===== src/rtl/cu_fsm_pkg.sv =====
// Shared types and constants for the OTTER control unit with interrupt support.
// No logic of its own; pure compile-time definitions.
// Not applicable: holds no state and exerts no flow control.
package cu_fsm_pkg;

  // Control-unit phases: one instruction is FETCH -> EXEC [-> WB] [-> TRAP].
  typedef enum logic [2:0] {
    ST_INIT  = 3'd0,
    ST_FETCH = 3'd1,
    ST_EXEC  = 3'd2,
    ST_WB    = 3'd3,
    ST_TRAP  = 3'd4
  } cu_state_t;

  // RV32I major opcodes (instruction bits [6:0]).
  localparam logic [6:0] OPC_LOAD   = 7'b0000011;
  localparam logic [6:0] OPC_STORE  = 7'b0100011;
  localparam logic [6:0] OPC_BRANCH = 7'b1100011;
  localparam logic [6:0] OPC_OP     = 7'b0110011;
  localparam logic [6:0] OPC_OP_IMM = 7'b0010011;
  localparam logic [6:0] OPC_LUI    = 7'b0110111;
  localparam logic [6:0] OPC_AUIPC  = 7'b0010111;
  localparam logic [6:0] OPC_JAL    = 7'b1101111;
  localparam logic [6:0] OPC_JALR   = 7'b1100111;
  localparam logic [6:0] OPC_SYSTEM = 7'b1110011;

  // Datapath strobes driven by the control unit, grouped so the decode can
  // clear them all with a single default.
  typedef struct packed {
    logic pc_write;
    logic reg_wr;
    logic mem_we2;
    logic mem_rden1;
    logic mem_rden2;
    logic csr_we;
    logic mret_exec;
    logic int_taken;
    logic bus_err;
  } cu_strobes_t;

  // Opcodes that retire in EXEC by writing rd and advancing the PC.
  function automatic logic writes_rd_in_exec(input logic [6:0] opc);
    case (opc)
      OPC_OP, OPC_OP_IMM, OPC_LUI, OPC_AUIPC, OPC_JAL, OPC_JALR:
        writes_rd_in_exec = 1'b1;
      default:
        writes_rd_in_exec = 1'b0;
    endcase
  endfunction

endpackage


===== src/rtl/irq_pending.sv =====
// Interrupt front end: rising-edge capture, sticky pending bits, mask and lowest-index priority select.
// Edge to pending bit: 1 cycle; any_pending/sel_id are combinational from the pending register.
// No backpressure: pending bits are held until their channel is taken (take strobe), never dropped.
module irq_pending #(
  parameter int NUM_IRQ = 4
) (
  input  logic                               clk,
  input  logic                               rst_n,
  input  logic [NUM_IRQ-1:0]                 irq,
  input  logic [NUM_IRQ-1:0]                 irq_mask,
  input  logic                               take,
  output logic                               any_pending,
  output logic [$clog2(NUM_IRQ + 1)-1:0]     sel_id
);

  localparam int ID_W = $clog2(NUM_IRQ + 1);

  logic [NUM_IRQ-1:0] irq_q;
  logic [NUM_IRQ-1:0] pend_q;
  logic [NUM_IRQ-1:0] rise;
  logic [NUM_IRQ-1:0] active;
  logic [NUM_IRQ-1:0] sel_oh;
  logic [NUM_IRQ-1:0] clr;

  assign rise        = irq & ~irq_q;
  assign active      = pend_q & irq_mask;
  assign any_pending = |active;

  // Isolate the lowest set bit: that channel is the one a trap will service.
  assign sel_oh = active & (~active + 1'b1);

  // A take only clears the channel actually selected; with nothing active it is a no-op.
  assign clr = take ? sel_oh : '0;

  // Binary index of the lowest-numbered active channel (0 when none).
  always_comb begin
    sel_id = '0;
    for (int i = NUM_IRQ - 1; i >= 0; i--) begin
      if (active[i]) begin
        sel_id = ID_W'(i);
      end
    end
  end

  // Edge history and sticky pending bits; a fresh edge overrides a same-cycle clear.
  always_ff @(posedge clk or negedge rst_n) begin
    if (!rst_n) begin
      irq_q  <= '0;
      pend_q <= '0;
    end else begin
      irq_q  <= irq;
      pend_q <= (pend_q & ~clr) | rise;
    end
  end

endmodule


===== src/rtl/otter_cu_fsm_irq.sv =====
// OTTER multicycle control unit: FETCH/EXEC/WB sequencing with interrupt and bus-error traps.
// Strobes are decoded combinationally from the current state (plus opcode/ack); no registered output delay.
// Memory stalls by withholding mem_ack; after ACK_TIMEOUT wait cycles the access is abandoned as a bus error.
module otter_cu_fsm_irq
  import cu_fsm_pkg::*;
#(
  parameter int NUM_IRQ     = 4,
  parameter int ACK_TIMEOUT = 15
) (
  input  logic                           clk,
  input  logic                           rst_n,
  input  logic [6:0]                     opcode,
  input  logic [2:0]                     funct3,
  input  logic                           mem_ack,
  input  logic                           mie,
  input  logic [NUM_IRQ-1:0]             irq,
  input  logic [NUM_IRQ-1:0]             irq_mask,
  output logic                           pc_write,
  output logic                           reg_wr,
  output logic                           mem_we2,
  output logic                           mem_rden1,
  output logic                           mem_rden2,
  output logic                           csr_we,
  output logic                           mret_exec,
  output logic                           int_taken,
  output logic                           bus_err,
  output logic [$clog2(NUM_IRQ + 1)-1:0] trap_id
);

  localparam int ID_W  = $clog2(NUM_IRQ + 1);
  localparam int CNT_W = $clog2(ACK_TIMEOUT + 1);

  localparam logic [CNT_W-1:0] CNT_LIMIT = CNT_W'(ACK_TIMEOUT);
  localparam logic [ID_W-1:0]  BERR_ID   = ID_W'(NUM_IRQ);

  cu_state_t        state_q;
  cu_state_t        state_d;
  logic [CNT_W-1:0] wait_cnt_q;
  logic [CNT_W-1:0] wait_cnt_d;
  logic             berr_q;

  logic             any_pending;
  logic [ID_W-1:0]  sel_id;
  logic             take;
  logic             timeout;
  logic             irq_go;
  cu_strobes_t      strb;

  assign timeout = (wait_cnt_q == CNT_LIMIT);
  assign irq_go  = mie & any_pending;

  irq_pending #(
    .NUM_IRQ (NUM_IRQ)
  ) u_irq_pending (
    .clk         (clk),
    .rst_n       (rst_n),
    .irq         (irq),
    .irq_mask    (irq_mask),
    .take        (take),
    .any_pending (any_pending),
    .sel_id      (sel_id)
  );

  // State, wait counter, and a one-cycle memo that the coming TRAP is a bus error.
  always_ff @(posedge clk or negedge rst_n) begin
    if (!rst_n) begin
      state_q    <= ST_INIT;
      wait_cnt_q <= '0;
      berr_q     <= 1'b0;
    end else begin
      state_q    <= state_d;
      wait_cnt_q <= wait_cnt_d;
      berr_q     <= strb.bus_err;
    end
  end

  // Next-state and strobe decode; completions divert to TRAP when an enabled interrupt waits.
  always_comb begin
    state_d = state_q;
    strb    = '0;
    trap_id = '0;
    take    = 1'b0;

    case (state_q)
      ST_INIT: begin
        state_d = ST_FETCH;
      end

      ST_FETCH: begin
        strb.mem_rden1 = 1'b1;
        if (mem_ack) begin
          state_d = ST_EXEC;
        end else if (timeout) begin
          strb.bus_err = 1'b1;
          state_d      = ST_TRAP;
        end
      end

      ST_EXEC: begin
        state_d = irq_go ? ST_TRAP : ST_FETCH;
        case (opcode)
          OPC_LOAD: begin
            strb.mem_rden2 = 1'b1;
            state_d        = ST_WB;
          end
          OPC_STORE: begin
            strb.mem_we2  = 1'b1;
            strb.pc_write = 1'b1;
          end
          OPC_BRANCH: begin
            strb.pc_write = 1'b1;
          end
          OPC_SYSTEM: begin
            strb.pc_write = 1'b1;
            if (funct3 != 3'b000) begin
              strb.csr_we = 1'b1;
              strb.reg_wr = 1'b1;
            end else begin
              strb.mret_exec = 1'b1;
            end
          end
          default: begin
            // ALU/jump class writes rd; anything unrecognised just advances the PC.
            strb.pc_write = 1'b1;
            strb.reg_wr   = writes_rd_in_exec(opcode);
          end
        endcase
      end

      ST_WB: begin
        strb.mem_rden2 = 1'b1;
        if (mem_ack) begin
          strb.reg_wr   = 1'b1;
          strb.pc_write = 1'b1;
          state_d       = irq_go ? ST_TRAP : ST_FETCH;
        end else if (timeout) begin
          strb.bus_err = 1'b1;
          state_d      = ST_TRAP;
        end
      end

      ST_TRAP: begin
        strb.int_taken = 1'b1;
        strb.pc_write  = 1'b1;
        state_d        = ST_FETCH;
        if (berr_q) begin
          // Bus errors report their own cause and leave interrupt state alone.
          trap_id = BERR_ID;
        end else begin
          trap_id = sel_id;
          take    = 1'b1;
        end
      end

      default: begin
        state_d = ST_INIT;
      end
    endcase
  end

  // Wait counter: restarts on every state change, counts while stalled in FETCH or WB.
  always_comb begin
    wait_cnt_d = '0;
    if ((state_d == state_q) && ((state_q == ST_FETCH) || (state_q == ST_WB))) begin
      wait_cnt_d = wait_cnt_q + 1'b1;
    end
  end

  assign pc_write  = strb.pc_write;
  assign reg_wr    = strb.reg_wr;
  assign mem_we2   = strb.mem_we2;
  assign mem_rden1 = strb.mem_rden1;
  assign mem_rden2 = strb.mem_rden2;
  assign csr_we    = strb.csr_we;
  assign mret_exec = strb.mret_exec;
  assign int_taken = strb.int_taken;
  assign bus_err   = strb.bus_err;

endmodule


===== config.mk =====
export PLATFORM = sky130hd
export DESIGN_NAME = otter_cu_fsm_irq
export DESIGN_NICKNAME = d
export VERILOG_FILES = /design/src/rtl/cu_fsm_pkg.sv /design/src/rtl/irq_pending.sv /design/src/rtl/otter_cu_fsm_irq.sv
export SDC_FILE = /design/constraint.sdc
export NUM_CORES = 1
export LEC_CHECK = 0
export CORE_MARGIN = 4
export CORE_UTILIZATION = 42
export CTS_CLUSTER_DIAMETER = 50
export CTS_CLUSTER_SIZE = 8
export DETAILED_ROUTE_END_ITERATION = 6
export PLACE_DENSITY_LB_ADDON = 0.08
export REMOVE_ABC_BUFFERS = 1
export SETUP_SLACK_MARGIN = 0.15
export SKIP_LAST_GASP = 1
export SYNTH_ARGS = -nofsm -noshare
export SYNTH_HDL_FRONTEND = slang
export SYNTH_SLANG_ARGS = --single-unit

===== constraint.sdc =====
create_clock -name clk -period 2.25 [get_ports clk]
set_clock_uncertainty 0.2 [all_clocks]
set_input_delay 0.45 -clock clk [delete_from_list [all_inputs] [get_ports clk]]
set_output_delay 0.45 -clock clk [all_outputs]
set_load 0.01 [all_outputs]

==> impl_results.md <==
- Crit path top cell by count: buf_4
- Max Cap Viol: 0
- # rows: 16
- WP buf/inv: 4
- Die Span X: 53.7 um
- Layout cells sized above 1: 49.7%
- Syn_area_per_cell: 9.42 sq um
- Synth unique cells: 36
- Delay-heaviest family, CP: simple AND/OR/NAND/NOR gates
- CTS root buffer: clkbuf_4
- P&R area growth vs syn: 85.1%
- Wire per inst: 16.1 um
- Highest clock rate: 405 MHz
- Yosys top cell area share: 45.7%
- Post-layout util: 82.7%
- H-Tree Depth: 1
- CP max FO: 3
- # DRC: 0
- Worst VDD drop: 652 uV
- CORE AREA: 0.00196 sq mm
- Static Leak: 0.786 nW
- I/O pin count: 34
- Vias in the first global route: 1083
- Cell area after synthesis: 876 sq um
- Slew HR: 82.4%
- Top Layer Used: met4
- RSZ-0062 raised after global routing: yes
- Largest net degree at the start of global routing: 17
- Dpl ws: -691 ps
- Final setup margin: -218 ps
- Worst-path clk slew: 90 ps
- Setup CP Type: flip-flop to output port
- WL met1: 1170 um
- DR pass1 iterations: 4
- Failing checks: setup timing
- Antenna violations before repair: 0
- Pwr per Cell Area: 670 mW/mm^2
- Nets: 191
- Status: finished with violations
- Max Slew Vio Count: 0
- Clock Tree Buf Depth: 2
- CTS sink count: 16
- Nature of the critical path endpoint: output port
- Slowest CP cell: dfrtp_1
- Post-synth top area cell: dfrtp_1
- Register area share after synthesis: 45.7%
- Fillers: 128
- Hold Buf Count CTS: 0
- Least-Margin Pin Slew: 261 ps
- Inserted Diodes: 0
- Met3 wire len: 218 um
- DP HPWL: 1890 um
- Starting DRT DRC Count: 19
- WP depth: 7
- Met2 wire len: 1650 um
- Via density: 5.42
- Final GP Congestion: 0.719
- Die H: 53.7 um
- CP Launch Type: flip-flop
- First-pass GRT wire length: 4840 um
- Flops & latches, synth: 16
- Post-layout min period: 2470 ps
- # port buffers: 33
- Remaining Overflow, GRT: 0
- Critical Path RT: 1600 ps
- Final Hold Fails: 0
- CTS tree: built
- Crit path largest cell delay: 430 ps
- Final setup violation count: 10
- CP cell instances: buf_4, buf_6, or4_4, nor2_4, buf_4, o21ai_1, buf_2
- Total GRT Usage: 23.7%
- Syn Inst Count: 93
- Fin crit share: 110%
- Hold path depth: 1
- Top cells by area, synth: dfrtp_1, a22o_1, inv_1
- Synth Warn #: 0
- Via count: 1052
- R2R cell count: 13
- Post-DRT Antenna Nets: 0
- WL final: 3130 um
- Clk_lat worst skew: 280 ps
- Worst min-delay path class: flip-flop to flip-flop
- Initial Util: 44.6%
- Num CTS Buffers: 3
- Die area: 0.00288 sq mm
- Critical path arrival: 1820 ps
==> cell usage after synthesis (all sizes together) <==
| cell | n |
|---|---|
| dfrtp | 16 |
| inv | 8 |
| nor2 | 8 |
| nand2 | 6 |
| a22o | 5 |
| nand3 | 5 |
| o21ai | 5 |
| a21oi | 4 |
| nand2b | 4 |
| nor4 | 3 |
| and3 | 2 |
| nor3 | 2 |
| nor3b | 2 |
| or2 | 2 |
| a211oi | 1 |
| a21boi | 1 |
| a311oi | 1 |
| and2 | 1 |
| and2b | 1 |
| and4 | 1 |
| buf | 1 |
| ha | 1 |
| nand4 | 1 |
| nand4bb | 1 |
| nor2b | 1 |
| nor4b | 1 |
| o221ai | 1 |
| o22ai | 1 |
| o31ai | 1 |
| or2b | 1 |
| or3 | 1 |
| or3b | 1 |
| or4 | 1 |
| xnor2 | 1 |
| xor2 | 1 |
==> final timing paths <==
| kind | startpoint | to | slack [ps] |
|---|---|---|---|
| min in group asynchronous | rst_n | u_irq_pending.irq_q[2]$_DFF_PN0_ | 280 |
| setup reg to reg | state_q[0]$_DFF_PN0_ | state_q[2]$_DFF_PN0_ | -210 |
| max in group asynchronous | rst_n | u_irq_pending.pend_q[0]$_DFF_PN0_ | 1400 |
| hold / removal | u_irq_pending.irq_q[0]$_DFF_PN0_ | u_irq_pending.pend_q[0]$_DFF_PN0_ | 230 |
| hold reg to reg | u_irq_pending.irq_q[0]$_DFF_PN0_ | u_irq_pending.pend_q[0]$_DFF_PN0_ | 230 |
| setup / recovery | state_q[0]$_DFF_PN0_ | pc_write | -220 |
==> where the power goes <==
group	leakage (nW)	internal [W]	switching, W
clock	0.0210	0.0000984	0.0000896
combinational	0.576	0.000287	0.000242
sequential	0.189	0.000330	0.0000398
==> kinds of logic after synthesis <==
kind of cell	count (synthesis)	synth area share, %
AND/OR/NAND/NOR	45	30.0
AO/OA/AOI/OAI	20	16.9
flip-flops	16	45.7
buffers and inverters	9	4.00
XOR/XNOR	2	2.00
adder cells (fa/ha/maj)	1	1.43
==> layout make-up <==
cell class / count / area, sq um / area share [%]
Timing Repair Buffer: 71 / 567 / 35.0
Multi-Input combinational cell: 68 / 554 / 34.2
Sequential cell: 16 / 400 / 24.7
Clock buffer: 4 / 36.3 / 2.24
Tap cell: 27 / 33.8 / 2.08
Inverter: 8 / 30.0 / 1.85
==> flip-flops by register name, summed over array words and instances, names as in the netlist <==
signal	flops
berr_q	1
state_q	3
u_irq_pending.irq_q	4
u_irq_pending.pend_q	4
wait_cnt_q	4
==> placed cells by master (no fill, tap or decap), types with 2 or more instances in the layout <==
cell type | netlist | routed
clkdlybuf4s50_1 | 0 | 11
o21ai_1 | 0 | 2
a21oi_1 | 4 | 4
nand2_1 | 6 | 6
nand3_1 | 5 | 4
clkbuf_2 | 0 | 2
clkdlybuf4s15_2 | 0 | 2
dfrtp_1 | 16 | 16
buf_2 | 1 | 12
inv_1 | 8 | 7
a22o_1 | 5 | 5
nor4_4 | 0 | 2
nand2b_1 | 4 | 3
buf_4 | 0 | 33
o21ai_0 | 5 | 3
dlygate4sd2_1 | 0 | 3
buf_6 | 0 | 8
clkbuf_4 | 0 | 3
nor2_1 | 8 | 6
==> per-stage QoR <==
stage / std cells / area [sq um] / setup TNS (ps) / hold WS [ps] / total power, W
6_report: 194 / 1620 / -1440 / 233 / 0.00109
5_1_grt: 194 / 1620 / -2080 / 278 / 0.00115
4_1_cts: 188 / 1540 / -653 / 237 / 0.00101
3_5_place_dp: 168 / 1360 / -4950 / 224 / 0.000780
3_3_place_gp: 168 / 1360 / -4510 / 208 / 0.000770
2_1_floorplan: 92 / 871 / 0 / -45.6 / 0.000555
==> routing by layer <==
layer / track usage [%] / vias up
met3: 6.93 / 11
met4: 11.9 / 0
met5: 0 / -
met1: 25.7 / 510
met2: 41.3 / 46
li1: - / 485
==> timing repair <==
action                                  in CTS  in global routing
pin swaps                                   14                  9
resized for setup                           96                 14
endpoints found under the setup margin      12                 13
cloned                                       0                  0
buffers inserted                            16                  6
(Power assumes the default switching activity.)
